`config.mk`:
```
export PLATFORM = sky130hd
export DESIGN_NAME = alu_seq
export DESIGN_NICKNAME = d
export VERILOG_FILES = /design/src/rtl/alu_seq.sv
export SDC_FILE = /design/constraint.sdc
export NUM_CORES = 1
export LEC_CHECK = 0
export CORE_ASPECT_RATIO = 0.6
export CORE_UTILIZATION = 25
export DETAILED_ROUTE_END_ITERATION = 8
export GPL_ROUTABILITY_DRIVEN = 1
export GPL_TIMING_DRIVEN = 0
export PLACE_DENSITY = 0.45
export SLEW_MARGIN = 15
export SYNTH_ARGS = -nofsm -noshare
export SYNTH_HDL_FRONTEND = slang
export SYNTH_SLANG_ARGS = --single-unit
```
`constraint.sdc`:
```
create_clock -name clk -period 4.8 [get_ports clk]
set_input_delay 0.96 -clock clk [delete_from_list [all_inputs] [get_ports clk]]
set_output_delay 0.96 -clock clk [all_outputs]
set_load 0.02 [all_outputs]
```
`src/rtl/alu_seq.sv`:
```
`default_nettype none
// ============================================================================
// Module   : alu_seq
// Purpose  : Registered, parametrised ALU with a start/busy/done handshake.
//            Six single-cycle operations (ADD, SUB, AND, OR, XOR, NOT), a
//            multi-cycle unsigned shift-add multiply and a multi-cycle
//            rotate-left. Result and flags are registered and hold their
//            value until the next completion.
// Ports    : clk    - rising-edge clock
//            reset  - synchronous active-high reset (aborts any operation)
//            start  - request, sampled only while idle
//            ALUOP  - operation select, latched with start
//            A, B   - operands, latched with start
//            c_in   - carry in, latched with start
//            R      - result (low half of the product for MUL)
//            RH     - high half of the MUL product, 0 for other operations
//            zero   - result-zero flag ({RH,R} for MUL)
//            c_out  - carry / borrow-not / rotate-out / RH!=0 for MUL
//            sign   - MSB of result (MSB of RH for MUL)
//            ovf    - signed overflow for ADD/SUB, 0 otherwise
//            busy   - multi-cycle operation in progress
//            done   - one-cycle completion pulse
// Revision : 1.0 - initial release
// ============================================================================
module alu_seq #(
    parameter int WIDTH = 8
) (
    input  logic             clk,
    input  logic             reset,
    input  logic             start,
    input  logic [2:0]       ALUOP,
    input  logic [WIDTH-1:0] A,
    input  logic [WIDTH-1:0] B,
    input  logic             c_in,
    output logic [WIDTH-1:0] R,
    output logic [WIDTH-1:0] RH,
    output logic             zero,
    output logic             c_out,
    output logic             sign,
    output logic             ovf,
    output logic             busy,
    output logic             done
);

    // Rotate amount needs log2(WIDTH) bits; the iteration counter needs one
    // more so that it can hold WIDTH itself for the multiply.
    localparam int AW = (WIDTH > 1) ? $clog2(WIDTH) : 1;
    localparam int CW = AW + 1;

    localparam logic [1:0] S_IDLE = 2'd0;
    localparam logic [1:0] S_MUL  = 2'd1;
    localparam logic [1:0] S_ROT  = 2'd2;

    localparam logic [2:0] OP_ADD = 3'b000;
    localparam logic [2:0] OP_SUB = 3'b001;
    localparam logic [2:0] OP_AND = 3'b010;
    localparam logic [2:0] OP_OR  = 3'b011;
    localparam logic [2:0] OP_XOR = 3'b100;
    localparam logic [2:0] OP_NOT = 3'b101;
    localparam logic [2:0] OP_MUL = 3'b110;
    localparam logic [2:0] OP_ROL = 3'b111;

    localparam logic [CW-1:0] C_CNT_ONE = CW'(1);
    localparam logic [CW-1:0] C_CNT_MUL = CW'(WIDTH);

    // ------------------------------------------------------------------
    // State and working registers
    // ------------------------------------------------------------------
    logic [1:0]       r_state;
    logic [CW-1:0]    r_cnt;      // iterations still to perform
    logic [WIDTH-1:0] r_acc;      // MUL: high accumulator
    logic [WIDTH-1:0] r_mplr;     // MUL: multiplier, fills with product low half
    logic [WIDTH-1:0] r_mcand;    // MUL: multiplicand
    logic [WIDTH-1:0] r_work;     // ROT: value being rotated

    // Architecturally visible registers
    logic [WIDTH-1:0] r_r;
    logic [WIDTH-1:0] r_rh;
    logic             r_zero;
    logic             r_cout;
    logic             r_sign;
    logic             r_ovf;
    logic             r_done;

    // ------------------------------------------------------------------
    // Single-cycle datapath (operates directly on the input operands,
    // since those operations complete on the accepting edge)
    // ------------------------------------------------------------------
    logic [AW-1:0]    w_amount;
    logic [WIDTH-1:0] w_op2;
    logic [WIDTH:0]   w_sum;
    logic             w_add_ovf;
    logic [WIDTH-1:0] w_res;
    logic             w_cy;
    logic             w_ov;

    // B mod WIDTH is just the low bits because WIDTH is a power of two.
    assign w_amount = B[AW-1:0];

    // SUB is A + ~B + c_in, so the second adder operand is B or ~B.
    assign w_op2 = (ALUOP == OP_SUB) ? ~B : B;
    assign w_sum = {1'b0, A} + {1'b0, w_op2} + {{WIDTH{1'b0}}, c_in};

    // Overflow: operands agree in sign but the result does not.
    assign w_add_ovf = (A[WIDTH-1] == w_op2[WIDTH-1]) &&
                       (w_sum[WIDTH-1] != A[WIDTH-1]);

    always_comb begin
        w_res = '0;
        w_cy  = 1'b0;
        w_ov  = 1'b0;
        case (ALUOP)
            OP_ADD,
            OP_SUB: begin
                w_res = w_sum[WIDTH-1:0];
                w_cy  = w_sum[WIDTH];
                w_ov  = w_add_ovf;
            end
            OP_AND:  w_res = A & B;
            OP_OR:   w_res = A | B;
            OP_XOR:  w_res = A ^ B;
            OP_NOT:  w_res = ~A;
            // Only reaches completion here for a zero rotate amount.
            OP_ROL:  w_res = A;
            default: w_res = '0;
        endcase
    end

    // ------------------------------------------------------------------
    // Multi-cycle step logic
    // ------------------------------------------------------------------
    logic [WIDTH:0]   w_mul_sum;
    logic [WIDTH-1:0] w_acc_nx;
    logic [WIDTH-1:0] w_mplr_nx;
    logic [WIDTH-1:0] w_rot_nx;
    logic             w_last;

    // Conditionally add the multiplicand into the accumulator (with a carry
    // bit), then shift {carry, acc, multiplier} right by one. The product's
    // low half shifts into the multiplier register as its bits retire.
    assign w_mul_sum = {1'b0, r_acc} + (r_mplr[0] ? {1'b0, r_mcand} : {(WIDTH+1){1'b0}});
    assign w_acc_nx  = w_mul_sum[WIDTH:1];
    assign w_mplr_nx = {w_mul_sum[0], r_mplr[WIDTH-1:1]};

    assign w_rot_nx  = {r_work[WIDTH-2:0], r_work[WIDTH-1]};

    assign w_last    = (r_cnt == C_CNT_ONE);

    // ------------------------------------------------------------------
    // Control and result registers
    // ------------------------------------------------------------------
    always_ff @(posedge clk) begin
        if (reset) begin
            r_state <= S_IDLE;
            r_cnt   <= '0;
            r_acc   <= '0;
            r_mplr  <= '0;
            r_mcand <= '0;
            r_work  <= '0;
            r_r     <= '0;
            r_rh    <= '0;
            r_zero  <= 1'b0;
            r_cout  <= 1'b0;
            r_sign  <= 1'b0;
            r_ovf   <= 1'b0;
            r_done  <= 1'b0;
        end else begin
            r_done <= 1'b0;
            case (r_state)
                S_IDLE: begin
                    if (start) begin
                        if (ALUOP == OP_MUL) begin
                            r_mcand <= A;
                            r_mplr  <= B;
                            r_acc   <= '0;
                            r_cnt   <= C_CNT_MUL;
                            r_state <= S_MUL;
                        end else if ((ALUOP == OP_ROL) && (w_amount != '0)) begin
                            r_work  <= A;
                            r_cnt   <= {1'b0, w_amount};
                            r_state <= S_ROT;
                        end else begin
                            r_r    <= w_res;
                            r_rh   <= '0;
                            r_zero <= (w_res == '0);
                            r_cout <= w_cy;
                            r_sign <= w_res[WIDTH-1];
                            r_ovf  <= w_ov;
                            r_done <= 1'b1;
                        end
                    end
                end

                S_MUL: begin
                    r_acc  <= w_acc_nx;
                    r_mplr <= w_mplr_nx;
                    r_cnt  <= r_cnt - C_CNT_ONE;
                    if (w_last) begin
                        r_r     <= w_mplr_nx;
                        r_rh    <= w_acc_nx;
                        r_zero  <= ({w_acc_nx, w_mplr_nx} == '0);
                        r_cout  <= (w_acc_nx != '0);
                        r_sign  <= w_acc_nx[WIDTH-1];
                        r_ovf   <= 1'b0;
                        r_done  <= 1'b1;
                        r_state <= S_IDLE;
                    end
                end

                S_ROT: begin
                    r_work <= w_rot_nx;
                    r_cnt  <= r_cnt - C_CNT_ONE;
                    if (w_last) begin
                        r_r     <= w_rot_nx;
                        r_rh    <= '0;
                        r_zero  <= (w_rot_nx == '0);
                        // The bit that just wrapped into the LSB.
                        r_cout  <= w_rot_nx[0];
                        r_sign  <= w_rot_nx[WIDTH-1];
                        r_ovf   <= 1'b0;
                        r_done  <= 1'b1;
                        r_state <= S_IDLE;
                    end
                end

                default: r_state <= S_IDLE;
            endcase
        end
    end

    // busy is a pure decode of the state register; completion returns to
    // IDLE on the same edge that raises done, so the two never overlap.
    assign busy  = (r_state != S_IDLE);
    assign done  = r_done;
    assign R     = r_r;
    assign RH    = r_rh;
    assign zero  = r_zero;
    assign c_out = r_cout;
    assign sign  = r_sign;
    assign ovf   = r_ovf;

endmodule
`default_nettype wire

```
==> reports/results.txt, run 1 <==
The summed negative setup slack over all endpoints was 0 ns; the number of max-slew violations in the final report was 0. The average cell area after synthesis came out at 7.85 sq um. Clock tree synthesis found a total of 59 sinks. The synthesized netlist devotes 23.5% of its cell area to compound gates. The run gives 0 as the remaining antenna violation count. Prior to clock tree synthesis, the placed netlist has a worst setup slack of -0.328 ns. The initial antenna violation count is 0, and the number of standard cells in the final layout excluding fillers is 818. The share of the synthesized netlist area taken by xor and xnor gates was 3.98%; the count of warnings emitted by yosys was 0. The final layout contains routed wiring with a total length of 15700 um.

In this design, the stage delay of the slowest critical-path cell is 0.58 ns. Counting along the longest clock path gives a buffer depth of 2. The root buffer cell chosen for the clock tree is sky130_fd_sc_hd__clkbuf_16.

Across all setup checks in the final design, the least slack found is 0.246 ns. After synthesis, the cell types taking the most area are sky130_fd_sc_hd__dfxtp_1 (28%), sky130_fd_sc_hd__ha_1 (11%), sky130_fd_sc_hd__a21oi_1 (6.7%), sky130_fd_sc_hd__nor2_1 (5.3%), sky130_fd_sc_hd__nand2_1 (5.1%). Number of buffers added by the clock tree synthesis step: 9.

For the pin with the worst max-slew slack, the measured transition is 0.959 ns. The first detailed-routing pass ran for 5 iterations. The HPWL after detailed placement is 12600 um. In the routed design, unresolved DRC markers number 0.

The critical path goes through clkdlybuf4s50_1 -> clkbuf_1 -> nor3_4 -> xnor2_1 -> ha_1 -> and2b_2 -> o221a_1 -> or3_1 -> a31o_1 -> xor2_1 -> a211oi_2 -> o41ai_1. In this run, placement finished with an instance count of 802. The tools report the netlist area before placement as 4190 sq um. The min-delay analysis places its worst path in the category flop to flop.

Across the whole layout, storage elements account for 1180 sq um. Summing all non-filler instances in the final layout gives an area of 5180 sq um. The count of input and output buffers is 41, and the total via count in the routed design is 4179. Setup slack on the worst reg-to-reg path comes out at 1.81 ns. Hold timing on the final database bottoms out at a slack of 0.452 ns. The tools report the number of global-route vias before repair as 3862. The die covers 17300 sq um. The worst path arrival time was 4.78 ns. After clock tree synthesis, the clock-pin slew on the worst setup and hold paths is 0.05 ns. Counting flops with an async set or reset pin after synthesis yields a share of 0%. Tracing the worst setup path back leads to its startpoint at ALUOP[1]. The placed instance area came out at 4880 sq um.

After layout, the minimum clock period comes to 4.55 ns. Counting every net in the synthesized netlist gives 596. The startpoint identified for the worst hold timing path is r_mcand[7]. The run finished with clean final reports.

Data on the critical path is required at its endpoint by 5.02 ns. The H-tree generated during clock tree synthesis spans 3 levels. Measured on the finished design, the core utilization comes to 31.8%. Counting the fill cells in the layout gives 1806. The initialized floorplan defines 36 standard-cell rows. For this design the top-level I/O count stands at 45. In this run the vertical extent of the chip is 102 um. In this run, synthesis inferred 0 flip-flops with an integrated enable. The most used flip-flop cell after synthesis is sky130_fd_sc_hd__dfxtp_1.

The core region is 16300 sq um. The tools report the maximum number of pins on one net before global-route repair as 12. The final antenna diode count is 0, and the count of endpoints failing setup in the final report is 0. The x dimension of the die is 169 um, and the arithmetic-cell share of the synthesized area counting full adders, half adders and majority gates is 12.5%. In this run the static leakage power is 1.94 nW.

In the finished design, the share of the clock period the worst path needs comes to 94.9%. At the end of routability-driven placement, the weighted congestion stood at 0.915. The master of the slowest instance on the critical path is sky130_fd_sc_hd__nor3_4. Dividing the detail-routed wire length by the instance count gives 19.1 um. Share of the synthesized area in the top cell type: 28.2%.

The category of the worst setup path launch point is an input port. Power comes to 1.71 mW. The worst setup path is captured at a flop. Of the post-synthesis cell area, the part taken by muxes is 5.02%.

Sequential cells were found to cover 28.2% of the synthesized design area. The worst register-to-register path begins at r_mplr[0]. Of the total synthesized cell area, the portion taken by AND, OR, NAND and NOR gates is 21.0%. The type of the setup path with the least slack was input port to flop. Max-cap violations in this run came to 0. The largest area contributor in the netlist was sky130_fd_sc_hd__dfxtp_1.

The worst-path maximum fanout is 10. For the worst-case headroom to the max-slew limit, the log shows 36.1%. For the worst-skew pair, the clock arrives at the later sink with an insertion delay of 0.33 ns. Based on the critical path, the design can be clocked at up to 220 MHz. In the routed layout, each cell is associated on average with a via count of 5.11. TritonCTS built the clock tree. In this run, the number of DRC markers left after iteration 0 of detailed routing was 351.

After synthesis, the largest family of logic cells by area is compound AO/OA/AOI/OAI gates. The post-route netlist has 6.27% of its cells at a drive strength greater than 1. The wire length of the first global-routing pass is 24000 um. The tools report the maximum VDD drop as 0.154 mV. Setup repair after global routing left no endpoint under its margin. The sum of overflow across all layers after global routing came out at 0. Total power per unit cell area: 329 nW/um^2. The signed area change from the synthesized netlist to the final layout was 23.8%. After synthesis, the netlist uses 60 different library cells.

The post-layout net count is 648, and the global-route usage over all layers is 19.0%. The initial utilization of the core area, before any placement, comes to 25.7%. In this run, synthesis produced a sequential element count of 59. Clock skew on the completed layout was measured at 0.00892 ns.

After technology mapping, the gate count stands at 533. The tools report the hold violation count in the final report as 0. The run gives 2770 sq um as the area of the multi-input gates.
-- layout make-up --
| cell class | count | area share [%] |
|---|---|---|
| clock inverters | 7 | 1.33 |
| well taps | 228 | 5.51 |
| plain buffers | 30 | 2.39 |
| flip-flops and latches | 59 | 22.8 |
| clock buffers | 9 | 4.35 |
| inverters | 31 | 2.25 |
| multi-input cells | 413 | 53.5 |
| repair buffers | 41 | 7.92 |
-- cell usage in the layout, fill, tap and decap left out, drive strengths merged, types with 15 or more instances in the layout --
master	instances
nand3	15
nand2	57
nor2	60
mux2i	21
dfxtp	59
inv	30
clkdlybuf4s50	41
clkbuf	29
ha	37
a21oi	56
-- synthesized netlist by cell type (4+ instances only) --
library cell / n
sky130_fd_sc_hd__buf_2: 9
sky130_fd_sc_hd__or3_1: 4
sky130_fd_sc_hd__a22oi_1: 8
sky130_fd_sc_hd__xnor2_1: 14
sky130_fd_sc_hd__nand3b_1: 5
sky130_fd_sc_hd__xor2_1: 5
sky130_fd_sc_hd__dfxtp_1: 59
sky130_fd_sc_hd__nand2_1: 57
sky130_fd_sc_hd__a221oi_1: 11
sky130_fd_sc_hd__nor3_1: 8
sky130_fd_sc_hd__mux2i_1: 21
sky130_fd_sc_hd__and2_1: 8
sky130_fd_sc_hd__inv_1: 30
sky130_fd_sc_hd__o22ai_1: 4
sky130_fd_sc_hd__o31ai_1: 4
sky130_fd_sc_hd__a211oi_1: 12
sky130_fd_sc_hd__a22o_1: 5
sky130_fd_sc_hd__o21a_1: 4
sky130_fd_sc_hd__clkbuf_1: 20
sky130_fd_sc_hd__ha_1: 37
sky130_fd_sc_hd__a21oi_1: 56
sky130_fd_sc_hd__nand3_1: 15
sky130_fd_sc_hd__a311oi_1: 4
sky130_fd_sc_hd__nor2_1: 59
sky130_fd_sc_hd__nor2b_1: 5
sky130_fd_sc_hd__o21ai_0: 13
-- registers in the layout, indices dropped and copies added, names as in the netlist --
| name | count |
|---|---|
| sign | 1 |
| r_acc | 8 |
| R | 8 |
| r_state | 2 |
| RH | 8 |
| r_work | 8 |
| r_cnt | 4 |
| r_mcand | 8 |
| zero | 1 |
| c_out | 1 |
| done | 1 |
| r_mplr | 8 |
| ovf | 1 |
-- layer usage --
layer,GRT usage [%],routed length (um),vias to the layer above
met4,3.81,95,0
met1,30.8,8670,1995
met5,0,0,-
li1,-,-,2021
met2,24.4,5730,154
met3,3.95,1150,9
-- critical path, delay by kind of cell --
family,cells,cell delay (ns)
fa+ha+maj,1,0.28
compound gates,4,0.98
xor+xnor,2,0.47
simple gates,3,1.14
buf+inv,2,0.93
-- path summary, 6_finish.rpt --
check	cells after the start	endpoint
setup reg to reg	11	c_out
hold / removal	2	r_mcand[7]
hold reg to reg	2	r_mcand[7]
setup / recovery	12	R[7]
-- logic make-up after synthesis --
family,after synthesis
simple gates,186
compound gates,147
buf+inv,61
flops,59
fa+ha+maj,40
mux,21
xor+xnor,19
-- where the power goes --
| part | internal, mW | switching [mW] | total [mW] |
|---|---|---|---|
| registers | 0.524 | 0.0301 | 0.554 |
| logic | 0.192 | 0.326 | 0.517 |
| clock network | 0.399 | 0.236 | 0.635 |
| total | 1.11 | 0.592 | 1.71 |
-- timing repair --
action / CTS / global route
endpoints found under the hold margin: 0 / 0
gates resized for setup: 0 / 1
setup endpoints to repair: 0 / 7
hold buffers: 0 / 0
setup buffers: 0 / 0
(Power assumes the default switching activity.)
==> run 2: changes to the inputs <==
PLACE_DENSITY = 0.46   (was 0.45)
clock period = 3.88 ns   (was 4.8 ns; I/O delays follow)
==> run 2 against run 1 <==
Sequential share of layout area decreased by 0.18 points. Global-route usage about the same. Utilization increased by 0.25 points. Via count grew 2.1%. Worst hold slack barely moved. Cell area rose by 0.80%. Power increased by 25%. Clock skew up 0.0025 ns. Critical path depth up 1. First-iteration DRC count is 2.6% higher. Setup slack got worse by 0.086 ns. Cell count is 0.37% higher. Highest routed layer unchanged.
==> reports/results.txt, run 2 (synthesized netlist as in run 1, its figures left out) <==
The run finished with clean final reports. The signed area change from the synthesized netlist to the final layout was 24.8% (was 23.8%); the iteration-0 DRC count of the detailed router was 360 (was 351). Worst clock skew on the final layout: 0.0114 ns (was 0.00892 ns). The initial cell density of the core is 25.7% (unchanged). The worst-path maximum fanout is 10 (unchanged). The total core area came out at 16300 sq um (unchanged). The iteration count of the initial detailed-routing pass was 5 (unchanged). The placed instance area is 4880 sq um (unchanged), and the worst-case headroom to the max-slew limit is 33.0% (was 36.1%). The filler cell count is 1774 (was 1806), and the number of buffers added by the clock tree synthesis step is 9 (unchanged). Critical path, cell by cell: dlygate4sd2_1 -> clkbuf_8 -> nor3_4 -> buf_4 -> xnor2_1 -> ha_1 -> or2_1 -> o221a_1 -> or3_1 -> a31o_1 -> xor2_1 -> a211oi_2 -> o41ai_1 (was clkdlybuf4s50_1 -> clkbuf_1 -> nor3_4 -> xnor2_1 -> ha_1 -> and2b_2 -> o221a_1 -> or3_1 -> a31o_1 -> xor2_1 -> a211oi_2 -> o41ai_1).

The post-detailed-routing wire length was 15700 um (about the same). The type of the setup path with the least slack was input port to flop (unchanged). The total via count in the routed design was 4268 (was 4179); the final weighted congestion in routability-driven placement was 0.911 (was 0.915). The tools report the hold violation count in the final report as 0 (unchanged). The actual slew at the worst max-slew pin was 1.00 ns (was 0.959 ns). The sum of overflow across all layers after global routing is 0 (unchanged), and the total non-filler cell area in the finished layout is 5220 sq um (was 5180 sq um). The class of the worst hold path is flop to flop (unchanged).

The maximum VDD drop came out at 0.162 mV (was 0.154 mV). The number of max-slew violations in the final report is 0 (unchanged). The post-detailed-placement half-perimeter wirelength was 12400 um (was 12600 um); the setup slack of the most critical reg-to-reg path was 0.76 ns (was 1.81 ns). Post-layout net count: 651 (was 648). Total buffers and inverters traversed by the critical path: 3 (was 2). Remaining design rule violation count: 0 (unchanged). The number of max-capacitance violations reported was 0 (unchanged); the count of endpoints failing setup in the final report was 0 (unchanged). Wire length of the first global-routing pass: 24100 um (was 24000 um).

The routed design could run at a clock period as short as 3.72 ns. The logs give 17300 sq um (unchanged) for the floorplan die area and 1.97 nW (was 1.94 nW) for the leakage power. Maximum buffer depth of the clock tree: 2 (unchanged). The worst path arrival time was 3.94 ns (was 4.78 ns).

For the total number of clock tree sinks, the log shows 59 (unchanged). Setup repair after global routing left no endpoint under its margin. The average wire per standard cell was 19.2 um (was 19.1 um); the H-tree depth reported by CTS was 3 (unchanged). The tools report the CTS root buffer as sky130_fd_sc_hd__clkbuf_16 (unchanged). The x dimension of the die was 169 um (unchanged); the final antenna diode count was 0 (unchanged). The count of input and output buffers was 41 (unchanged); the final clock period utilization by the worst path was 95.9%. The via count normalized by instance count was 5.20 (was 5.11); the die span in y was 102 um (unchanged). The row count was 36 (unchanged). The tools report the beginning of the critical path as ALUOP[1] (unchanged). Number of global-route vias before repair: 3954 (was 3862). The required time of the worst setup path was 4.10 ns (was 5.02 ns).

Category of the worst setup path launch point: an input port (unchanged). The run gives 802 (unchanged) as the count of placed standard cells including taps. The remaining antenna violation count was 0 (unchanged); the maximum number of pins on one net before global-route repair was 11 (was 12). The tools report the number of standard cells in the final layout excluding fillers as 821 (was 818).

The fraction of final layout cells with drive strength greater than 1 works out to 6.75% (was 6.27%). The depth of the worst register-to-register path came out at 11 (unchanged). Commonest cells after routing, fill and taps aside: sky130_fd_sc_hd__dfxtp_1 (59), sky130_fd_sc_hd__nor2_1 (59), sky130_fd_sc_hd__nand2_1 (57), sky130_fd_sc_hd__a21oi_1 (56), sky130_fd_sc_hd__clkdlybuf4s50_1 (40) (was sky130_fd_sc_hd__dfxtp_1 (59), sky130_fd_sc_hd__nor2_1 (59), sky130_fd_sc_hd__nand2_1 (57), sky130_fd_sc_hd__a21oi_1 (56), sky130_fd_sc_hd__clkdlybuf4s50_1 (41)). The tools report the startpoint of the worst register-to-register path as r_mplr[0] (unchanged). TritonCTS built the clock tree. For the clock latency reported for the late side of the worst-skew pair, the log shows 0.34 ns (was 0.33 ns). The tools report the worst setup path endpoint as R[7] (unchanged).

The category of cells accounting for the largest share of critical-path delay was compound AO/OA/AOI/OAI gates (was simple AND/OR/NAND/NOR gates). Type of element capturing the critical path: a flop (unchanged). The initial antenna violation count is 0 (unchanged). The critical path depth was 13 (was 12).

The capture instance of the worst register-to-register path was c_out (unchanged). The number of I/O pins was 45 (unchanged); the CTS clock-pin slew for the worst setup and hold paths was 0.06 ns (was 0.05 ns). The largest stage delay on the critical path is 0.36 ns (was 0.58 ns). The master of the slowest instance on the critical path was sky130_fd_sc_hd__or3_1 (was sky130_fd_sc_hd__nor3_4). The logs give 269 MHz for the top achievable clock speed and 0 (unchanged) for the number of buffers added to fix hold violations after cts. For the global-route usage over all layers, the log shows 18.9% (was 19.0%).

The total power per unit cell area came out at 409 nW/um^2 (was 329 nW/um^2).
==> run 2: changes by cell type in the layout (fill, tap and decap cells not counted), sizes merged <==
| cell | delta |
|---|---|
| buf | +3 |
| dlygate4sd2 | +1 |
| clkbuf | +3 |
| clkdlybuf4s50 | -1 |
| clkinv | -3 |
==> run 2: worst reg2reg max path, stage by stage, from the launching register on <==
cell                      delay [ns]
sky130_fd_sc_hd__dfxtp_1        0.50
sky130_fd_sc_hd__and2_1         0.23
sky130_fd_sc_hd__ha_1           0.22
sky130_fd_sc_hd__inv_1          0.07
sky130_fd_sc_hd__fa_1           0.42
sky130_fd_sc_hd__nor2b_1        0.19
sky130_fd_sc_hd__o22ai_1        0.12
sky130_fd_sc_hd__xnor2_1        0.18
sky130_fd_sc_hd__or4_1          0.43
sky130_fd_sc_hd__nor4_2         0.31
sky130_fd_sc_hd__a31oi_1        0.15
sky130_fd_sc_hd__o21a_1         0.20
==> run 2: worst min-delay path by stage <==
| stage | start | endpoint | cells past startpoint |
|---|---|---|---|
| 2_1_floorplan | r_mcand[0] | r_mcand[0] | 2 |
| 3_3_place_gp | r_mcand[0] | r_mcand[0] | 2 |
| 3_5_place_dp | R[1] | R[1] | 2 |
| 4_1_cts | RH[3] | RH[3] | 2 |
| 5_1_grt | RH[4] | RH[4] | 2 |
| 6_report | R[1] | R[1] | 2 |
==> run 2: per-layer routing <==
| layer | GRT usage, % | routed length (um) |
|---|---|---|
| met4 | 4.23 | 108 |
| met3 | 4.61 | 1210 |
| met5 | 0 | 0 |
| met1 | 30.9 | 8910 |
| met2 | 23.4 | 5510 |
==> run 2: where the power goes <==
part	switching (mW)	internal [mW]	total (mW)
clock	0.295	0.514	0.809
combinational	0.405	0.239	0.644
sequential	0.0369	0.648	0.685
total	0.736	1.40	2.14
==> run 2: what timing repair did <==
item,4_1_cts,5_1_grt
pin swaps,1,0
gates cloned,0,0
gates resized for setup,5,1
setup buffers,3,0
endpoints found under the setup margin,11,1
==> run 2: layout make-up <==
type / instances / area (sq um) / area share, %
Clock inverter: 4 / 50.0 / 0.958
Timing Repair Buffer: 44 / 432 / 8.27
Tap cell: 228 / 285 / 5.46
Multi-Input combinational cell: 413 / 2780 / 53.2
Inverter: 31 / 116 / 2.23
Clock buffer: 12 / 246 / 4.72
Buffer: 30 / 134 / 2.56
Sequential cell: 59 / 1180 / 22.6
==> run 2: metrics by stage <==
step / setup TNS (ns) / util (%) / setup WS, ns / power, mW / hold WS, ns
2_1_floorplan: 0 / - / 0.103 / 1.09 / 0.432
3_3_place_gp: -8.72 / 29.9 / -1.04 / 1.32 / 0.441
3_5_place_dp: -8.26 / 29.9 / -0.976 / 1.32 / 0.447
4_1_cts: 0 / 32.0 / 0.155 / 2.14 / 0.454
5_1_grt: 0 / 32.0 / 0.0394 / 2.24 / 0.476
6_report: 0 / 32.0 / 0.160 / 2.14 / 0.452
